**src/rtl/pipe_hazard_ctrl_pkg.sv**
```systemverilog
// Shared types and constants for the pipeline stall/flush controller.
package pipe_hazard_ctrl_pkg;

   localparam int REG_W = 5;

   typedef enum logic {
      IDLE = 1'b0,
      WAIT = 1'b1
   } mem_state_e;

   typedef struct packed {
      logic pc;
      logic ifid;
      logic idex;
      logic exmem;
      logic memwb;
   } stage_en_t;

   typedef struct packed {
      logic ifid;
      logic idex;
      logic exmem;
      logic memwb;
   } stage_flush_t;

   localparam stage_en_t EN_ALL = '{pc: 1'b1, ifid: 1'b1, idex: 1'b1, exmem: 1'b1, memwb: 1'b1};

endpackage

```
**src/rtl/hazard_md_counter.sv**
```systemverilog
// Mult/div busy tracker: loads MD_LAT when a start leaves EX, then counts down to zero.
module hazard_md_counter
   import pipe_hazard_ctrl_pkg::*;
#(
   parameter int MD_LAT = 32
) (
   input  logic clk,
   input  logic rst,
   input  logic start,
   input  logic advance,
   output logic busy
);

   localparam int CW = $clog2(MD_LAT + 1);

   logic [CW-1:0] md_cnt_q, md_cnt_d;

   // NOTE: every signal written in always_comb gets a default first so no latch is inferred.
   always_comb begin
      md_cnt_d = md_cnt_q;
      if (start && advance) begin
         md_cnt_d = CW'(MD_LAT);
      end else if (md_cnt_q != '0) begin
         md_cnt_d = md_cnt_q - CW'(1);
      end
   end

   // NOTE: state registers use non-blocking assignments so all flops update together at the edge.
   always_ff @(posedge clk or posedge rst) begin
      if (rst) begin
         md_cnt_q <= '0;
      end else begin
         md_cnt_q <= md_cnt_d;
      end
   end

   assign busy = (md_cnt_q != '0);

endmodule

```
**src/rtl/pipe_hazard_ctrl.sv**
```systemverilog
// Stall/flush controller for the 5-stage pipeline: load-use, branch, dmem wait and mult/div hazards.
module pipe_hazard_ctrl
   import pipe_hazard_ctrl_pkg::*;
#(
   parameter int MD_LAT      = 32,
   parameter int MEM_TIMEOUT = 255
) (
   input  logic             clk,
   input  logic             rst,
   input  logic [REG_W-1:0] id_rs,
   input  logic [REG_W-1:0] id_rt,
   input  logic             id_uses_rs,
   input  logic             id_uses_rt,
   input  logic             id_md_read,
   input  logic             ex_mem2reg,
   input  logic [REG_W-1:0] ex_writereg,
   input  logic             ex_md_start,
   input  logic             ex_br_taken,
   input  logic             mem_req,
   input  logic             dmem_ack,
   output logic             pc_en,
   output logic             ifid_en,
   output logic             idex_en,
   output logic             exmem_en,
   output logic             memwb_en,
   output logic             ifid_flush,
   output logic             idex_flush,
   output logic             exmem_flush,
   output logic             memwb_flush,
   output logic             md_busy,
   output logic             err
);

   localparam int WCW = $clog2(MEM_TIMEOUT + 1);

   mem_state_e    state_q, state_d;
   logic [WCW-1:0] wait_cnt_q, wait_cnt_d;
   logic          err_q, err_d;
   logic          release_q, release_d;

   logic freeze, timeout, md_struct, md_raw, load_use, ex_advance;
   stage_en_t    en;
   stage_flush_t flush;

   // The cycle after a timeout lets the stuck access leave MEM so the pipe cannot deadlock.
   assign freeze  = mem_req & ~dmem_ack & ~release_q;
   assign timeout = (state_q == WAIT) & ~dmem_ack & (wait_cnt_q == WCW'(MEM_TIMEOUT - 1));

   always_comb begin
      state_d    = state_q;
      wait_cnt_d = '0;
      err_d      = err_q;
      release_d  = 1'b0;
      case (state_q)
         IDLE: begin
            if (freeze) state_d = WAIT;
         end
         WAIT: begin
            if (dmem_ack) begin
               state_d = IDLE;
            end else if (timeout) begin
               state_d   = IDLE;
               err_d     = 1'b1;
               release_d = 1'b1;
            end else begin
               wait_cnt_d = wait_cnt_q + WCW'(1);
            end
         end
         default: state_d = IDLE;
      endcase
   end

   always_ff @(posedge clk or posedge rst) begin
      if (rst) begin
         state_q    <= IDLE;
         wait_cnt_q <= '0;
         err_q      <= 1'b0;
         release_q  <= 1'b0;
      end else begin
         state_q    <= state_d;
         wait_cnt_q <= wait_cnt_d;
         err_q      <= err_d;
         release_q  <= release_d;
      end
   end

   assign ex_advance = ~freeze & ~md_struct;

   hazard_md_counter #(
      .MD_LAT (MD_LAT)
   ) u_md_counter (
      .clk     (clk),
      .rst     (rst),
      .start   (ex_md_start),
      .advance (ex_advance),
      .busy    (md_busy)
   );

   assign md_struct = ex_md_start & md_busy;
   assign md_raw    = id_md_read & md_busy;
   assign load_use  = ex_mem2reg & (ex_writereg != '0) &
                      ((id_uses_rs & (id_rs == ex_writereg)) |
                       (id_uses_rt & (id_rt == ex_writereg)));

   // A taken branch under a stall still flushes: the held ID instruction is on the wrong path.
   always_comb begin
      en    = EN_ALL;
      flush = '0;
      if (freeze) begin
         en          = '0;
         flush.memwb = 1'b1;
      end else if (md_struct) begin
         en.pc       = 1'b0;
         en.ifid     = 1'b0;
         en.idex     = 1'b0;
         flush.exmem = 1'b1;
      end else begin
         if (md_raw || load_use) begin
            en.pc      = 1'b0;
            en.ifid    = 1'b0;
            flush.idex = 1'b1;
         end
         if (ex_br_taken) begin
            flush.ifid = 1'b1;
            flush.idex = 1'b1;
         end
      end
   end

   assign pc_en       = en.pc;
   assign ifid_en     = en.ifid;
   assign idex_en     = en.idex;
   assign exmem_en    = en.exmem;
   assign memwb_en    = en.memwb;
   assign ifid_flush  = flush.ifid;
   assign idex_flush  = flush.idex;
   assign exmem_flush = flush.exmem;
   assign memwb_flush = flush.memwb;
   assign err         = err_q;

endmodule

```
**config.mk**
```make
export PLATFORM = sky130hd
export DESIGN_NAME = pipe_hazard_ctrl
export DESIGN_NICKNAME = d
export VERILOG_FILES = /design/src/rtl/pipe_hazard_ctrl_pkg.sv /design/src/rtl/hazard_md_counter.sv /design/src/rtl/pipe_hazard_ctrl.sv
export SDC_FILE = /design/constraint.sdc
export NUM_CORES = 1
export LEC_CHECK = 0
export ABC_CLOCK_PERIOD_IN_PS = 3200
export BUFFER_PORTS_ARGS = -buffer_cell sky130_fd_sc_hd__clkbuf_2
export CAP_MARGIN = 0
export CORE_MARGIN = 4
export CORE_UTILIZATION = 43
export CTS_BUF_LIST = sky130_fd_sc_hd__clkbuf_2
export DETAILED_ROUTE_END_ITERATION = 16
export GPL_TIMING_DRIVEN = 0
export PLACE_DENSITY = 0.79
export SYNTH_ARGS = -nofsm -noshare
export SYNTH_HDL_FRONTEND = slang
export SYNTH_SLANG_ARGS = --single-unit
```
**constraint.sdc**
```tcl
create_clock -name clk -period 3.2 [get_ports clk]
set_input_delay 0.64 -clock clk [delete_from_list [all_inputs] [get_ports clk]]
set_output_delay 0.64 -clock clk [all_outputs]
set_load 0.05 [all_outputs]
```
Word-level counts from Yosys, hierarchy flattened
Cells that the tools add are included.
{"block": "classes", "add_sub_neg": 2, "eq_ne": 3, "mux": 22, "n_bitwise": 17, "reduce_logical": 6}
{"operator": "2-to-1 mux 8 bit", "n": 3}
{"operator": "2-to-1 mux 6 bit", "n": 2}
{"operator": "AND 1 bit", "n": 11}
{"operator": "== test 5 bit", "n": 2}
{"operator": "2-to-1 mux 2 bit", "n": 5}
{"operator": "2-to-1 mux 1 bit", "n": 9}
{"operator": "adder 8 x 1 -> 8 bit (second input constant)", "n": 1}
{"operator": "== test 8 bit (second input constant)", "n": 1}
{"operator": "2-to-1 mux 3 bit", "n": 2}
{"operator": "nonzero test 6 bit", "n": 1}
{"operator": "subtractor 6 x 1 -> 6 bit (second input constant)", "n": 1}
{"operator": "NOT 1 bit", "n": 5}
{"operator": "nonzero test 5 bit", "n": 1}
{"operator": "AND reduction 3 bit", "n": 1}
{"operator": "case mux 1 bit (2 select lines)", "n": 1}
{"operator": "nonzero test 2 bit", "n": 1}
{"operator": "logical AND 1 bit", "n": 1}
{"operator": "logical OR 1 bit", "n": 1}
{"operator": "OR 1 bit", "n": 1}
{"block": "totals", "ff_bits": 17, "word_cells": 55}

Logic depth before layout (Yosys ltp)
{"block": "logic_depth", "word_depth": 9, "ltp_mapped": 8, "mapped_depth_nobuf": 8}

Cells and area by module
A second synthesis with hierarchy kept.
{"block": "unflattened", "cells_unflattened": 108, "hier_area_um2": 1037.2}
{"module": "pipe_hazard_ctrl", "instances": 1, "cells_each": 70, "area_each_um2": 683.2}
{"module": "hazard_md_counter", "instances": 1, "cells_each": 38, "area_each_um2": 354.1}

Least setup slack after synthesis
OpenSTA, ideal clock, no wires.
{"block": "synth_timing", "path_type": "input -> output", "from": "input port mem_req", "to": "output port pc_en", "arrival_ps": 3245, "slack_ps": -685, "path_stages": 6, "path_cell_list": "or3b_1 clkbuf_1 inv_1 a21oi_2 and3_1 buf_4"}
{"block": "synth_via", "elab_chain_cells": 3}
{"element": "start: declaration", "line_no": "pipe_hazard_ctrl.sv:19", "text": "input logic mem_req,"}
{"element": "AND 1 bit (2 in a row)", "line_no": "pipe_hazard_ctrl.sv:46", "text": "assign freeze = mem_req & ~dmem_ack & ~release_q;"}
{"element": "2-to-1 mux 3 bit", "line_no": "pipe_hazard_ctrl.sv:109", "text": "if (freeze) begin"}
{"element": "end: declaration", "line_no": "pipe_hazard_ctrl.sv:21", "text": "output logic pc_en,"}
Every way passes these cells.

Worst setup path after layout
{"block": "layout_timing", "from": "register u_md_counter.md_cnt_q[0]", "to": "output port pc_en"}
{"block": "layout_via", "elab_chain_cells": 6, "elab_cells_between_ends": 7}
{"element": "start: declaration", "line_no": "hazard_md_counter.sv:16", "text": "logic [CW-1:0] md_cnt_q, md_cnt_d;"}
{"element": "start signal: assignment", "line_no": "hazard_md_counter.sv:33", "text": "md_cnt_q <= md_cnt_d;"}
{"element": "nonzero test 6 bit (*)", "line_no": "hazard_md_counter.sv:37", "text": "assign busy = (md_cnt_q != '0);"}
{"element": "AND 1 bit", "line_no": "pipe_hazard_ctrl.sv:100", "text": "assign md_raw = id_md_read & md_busy;"}
{"element": "logical OR 1 bit", "line_no": "pipe_hazard_ctrl.sv:118", "text": "if (md_raw || load_use) begin"}
{"element": "2-to-1 mux 2 bit", "line_no": "pipe_hazard_ctrl.sv:118"}
{"element": "2-to-1 mux 2 bit (*)", "line_no": "pipe_hazard_ctrl.sv:112", "text": "end else if (md_struct) begin"}
{"element": "2-to-1 mux 3 bit (*)", "line_no": "pipe_hazard_ctrl.sv:109"}
Every way passes the cells marked *; elsewhere a longest branch is shown, timed or not.

==> reports/metrics.csv <==
stage,metric,value,unit
run_status,run status,finished clean,
detailed_routing,highest metal layer with signal wires,met4,
sta,final hold vios,0,
sta,final critical delay including setup and external delays,2831,ps
detailed_routing,via total after detailed routing,845,
grt,number of global-route vias before repair,801,
detailed_routing,via/cell ratio,5.030,
cts,clk_lat worst skew,290,ps
logic_synthesis,most frequent cell after synthesis,sky130_fd_sc_hd__dfrtp_1,
sta,Worst Slack Setup Final,368.7,ps
worst_setup_path,"Max FO, Critical Path",7,
logic_synthesis,mean instance size in the synthesized netlist,9.836,um^2
power_and_ir_drop,largest voltage drop on the vdd net,279.2,uV
sta,headroom to the max-slew limit,0.5689,
final_layout,diode count,0,
logic_synthesis,Yosys warning total,0,
cts,Inserted Clock Buffers,3,
worst_setup_path,worst endpoint data arrival time,2190,ps
min_path,worst min-delay path class,in2async,
job,max-cap violations,0,
logic_synthesis,Post-Syn Instances,101,
detailed_routing,total routed wirelength,1942,um
floorplanning,starting density of the core,0.4491,
worst_setup_path,CP Launch Type,flop,
power_and_ir_drop,P per Cell Area,508.7,nW/um^2
grt,largest net degree at the start of global routing,18,
logic_synthesis,Synth Net Count,130,
place,cell total after placement,164,
final_layout,proportion of layout cells with a drive suffix above 1,0.3786,
worst_setup_path,"slowest stage delay, CP",450,ps
sta,highest attainable clock frequency,353.2,MHz
detailed_routing,wire length on met3,188,um
logic_synthesis,async set-or-reset flop fraction in the synthesized netlist,1.000,
floorplanning,area of the core,2212,um^2
logic_synthesis,list of most frequent post-synthesis cells,"sky130_fd_sc_hd__dfrtp_1 (17), sky130_fd_sc_hd__xnor2_1 (12), sky130_fd_sc_hd__nor2_1 (10)",
detailed_routing,Detailed Route Iter0 Violations,25,
place,post-place setup slack,487.2,ps
cts,post-CTS setup repair buffer count,0,
cts,register clock-pin slew on the reported worst setup and hold paths,160,ps
grt,Overall Global Routing Usage,0.1325,
detailed_routing,average routed wire per standard cell,11.56,um
place,gpl congestion,0.8506,
final_layout,layout overhead on the synthesized area,24.18,%
logic_synthesis,cell type contributing the most total cell area after synthesis,sky130_fd_sc_hd__dfrtp_1,
sta,final setup TNS,0,ps
cts,Bufs on Longest Clock Path,2,
worst_setup_path,critical path cell sequence,inv_1 > ha_1 > nor2b_1 > and2_2 > inv_2 > a21oi_4 > and3_2 > buf_4 > clkbuf_2,
cts,TritonCTS clock tree,built,
worst_setup_path,buffers and inverters on the worst path,4,
cts,# H-tree levels,1,
logic_synthesis,prevailing post-synth register cell,sky130_fd_sc_hd__dfrtp_1,
sta,Final Slew Violations,0,
sta,Worst Hold Margin,380.1,ps
logic_synthesis,post-synthesis register bit count,17,
final_layout,post-route non-filler standard cell count,168,
logic_synthesis,area fraction of the dominant cell type after synthesis,0.4282,
grt,aggregate global routing overflow,0,
sta,crit share post-route,0.8848,
logic_synthesis,portion of the post-synthesis area used by sequential elements,0.4282,
logic_synthesis,Netlist Area Pre-Place,993.5,um^2
worst_setup_path,worst reg-to-reg path cell count,8,
worst_setup_path,path length in cells of the critical path,9,
worst_setup_path,Setup CP Type,reg2out,
floorplanning,num ports,36,
logic_synthesis,cell types with the largest area share after synthesis,"sky130_fd_sc_hd__dfrtp_1 (43%), sky130_fd_sc_hd__xnor2_1 (11%), sky130_fd_sc_hd__xor2_1 (5.3%)",
final_layout,Util after Layout,0.5577,
final_layout,total of fill cells in the finished design,199,
floorplanning,die span in y,56.07,um
detailed_routing,DRT antenna net count,0,
sta,total setup violations reported at the end of the flow,0,
cts,number of gates given a new drive strength after cts,0,
sta,Slew @ Worst Pin,645.9,ps
power_and_ir_drop,reported leakage power,0.6152,nW
detailed_routing,number of design rule violations left after detail routing,0,
place,number of buffers inserted by port buffering,35,
grt,antenna violations before repair,0,
detailed_routing,wire length the detailed router placed on met1,897,um
sta,RSZ-0062 raised after global routing,false,
detailed_routing,met2 wire length,846,um
logic_synthesis,synth unique cells,32,
place,HPWL after detailed placement,1577,um
worst_setup_path,critical path's slowest cell,sky130_fd_sc_hd__dfrtp_1,
sta,skew final,2.760,ps
worst_setup_path,Worst path top cell family by delay,simple AND/OR/NAND/NOR gates,
cts,number of sinks on the clock net,17,
floorplanning,Total Die Area,3143,um^2
worst_setup_path,nature of the critical path endpoint,output pin,
grt,global-route wire length before repair,3408,um
floorplanning,number of core rows,17,
cts,clock root buffer,sky130_fd_sc_hd__clkbuf_2,
detailed_routing,drt pass-1 iters,4,
cts,number of buffers inserted by hold repair at cts,0,
logic_synthesis,number of enable flip-flop cells after synthesis,0,
floorplanning,Die X-Extent,56.07,um
worst_setup_path,required time at the endpoint of the critical path,2560,ps
final_layout,total number of nets in the final design,170,
## area by class of cell
type	instances	area, um^2	area share
Buffer	3	20.02	0.01623
Clock buffer	4	20.02	0.01623
Inverter	6	22.52	0.01826
Multi-Input combinational cell	75	535.5	0.4341
Sequential cell	17	425.4	0.3448
Tap cell	28	35.03	0.02840
Timing Repair Buffer	35	175.2	0.1420
## per-layer routing
metal  track usage  up-vias
met5             0        -
li1              -      416
met1        0.1727      392
met4       0.04068        0
met2        0.2087       35
met3       0.04176        2
## sequential cells by signal (all words and copies together) (netlist names)
| name | count |
|---|---|
| release_q | 1 |
| u_md_counter.md_cnt_q | 6 |
| err | 1 |
| state_q | 1 |
| wait_cnt_q | 8 |
## report_power, final
group          internal, W  leakage (nW)  switching (W)
Clock            0.0000331        0.0166      0.0000674
Sequential        0.000258         0.223      0.0000373
Combinational    0.0000963         0.376       0.000135
## per-stage QoR
stage	total power, W	cell area [um^2]
2_1_floorplan	0.0004705	1003
4_1_cts	0.0006344	1234
6_report	0.0006275	1234
3_5_place_dp	0.0005337	1214
5_1_grt	0.0006790	1234
3_3_place_gp	0.0005220	1214
## worst paths after layout
kind / slack [ps] / end / startpoint
max: 370 / pc_en / u_md_counter.md_cnt_q[0]
min in group clk: 480 / err / err
min reg2reg: 480 / err / err
max reg2reg: 1570 / u_md_counter.md_cnt_q[0] / u_md_counter.md_cnt_q[0]
max in group asynchronous: 2410 / wait_cnt_q[6] / rst
min: 380 / u_md_counter.md_cnt_q[4] / rst
## cells in the final DEF (no fill, tap or decap), types with 2 or more instances in the layout
cell type / synthesis / final
sky130_fd_sc_hd__clkbuf_2: 0 / 40
sky130_fd_sc_hd__and3_4: 2 / 2
sky130_fd_sc_hd__a21o_1: 2 / 2
sky130_fd_sc_hd__ha_1: 4 / 4
sky130_fd_sc_hd__nand4_1: 2 / 2
sky130_fd_sc_hd__a21oi_1: 3 / 3
sky130_fd_sc_hd__nand3_1: 6 / 6
sky130_fd_sc_hd__dfrtp_1: 17 / 17
sky130_fd_sc_hd__nand2_1: 6 / 6
sky130_fd_sc_hd__nor2_1: 10 / 10
sky130_fd_sc_hd__xnor2_1: 12 / 12
sky130_fd_sc_hd__buf_4: 2 / 2
sky130_fd_sc_hd__nor3_1: 3 / 3
sky130_fd_sc_hd__xor2_1: 6 / 6
sky130_fd_sc_hd__o21ai_0: 3 / 3
sky130_fd_sc_hd__inv_1: 5 / 5
## kinds of logic (layout without fill, tap and decap cells)
logic type	count (synthesis)	after routing	synth area share
AO/OA/AOI/OAI	12	12	0.08437
XOR/XNOR	18	18	0.1587
adder cells (fa/ha/maj)	4	4	0.05038
buffers and inverters	9	48	0.04155
flip-flops	17	17	0.4282
AND/OR/NAND/NOR	41	41	0.2368
Power figures use the tool's default switching activity.
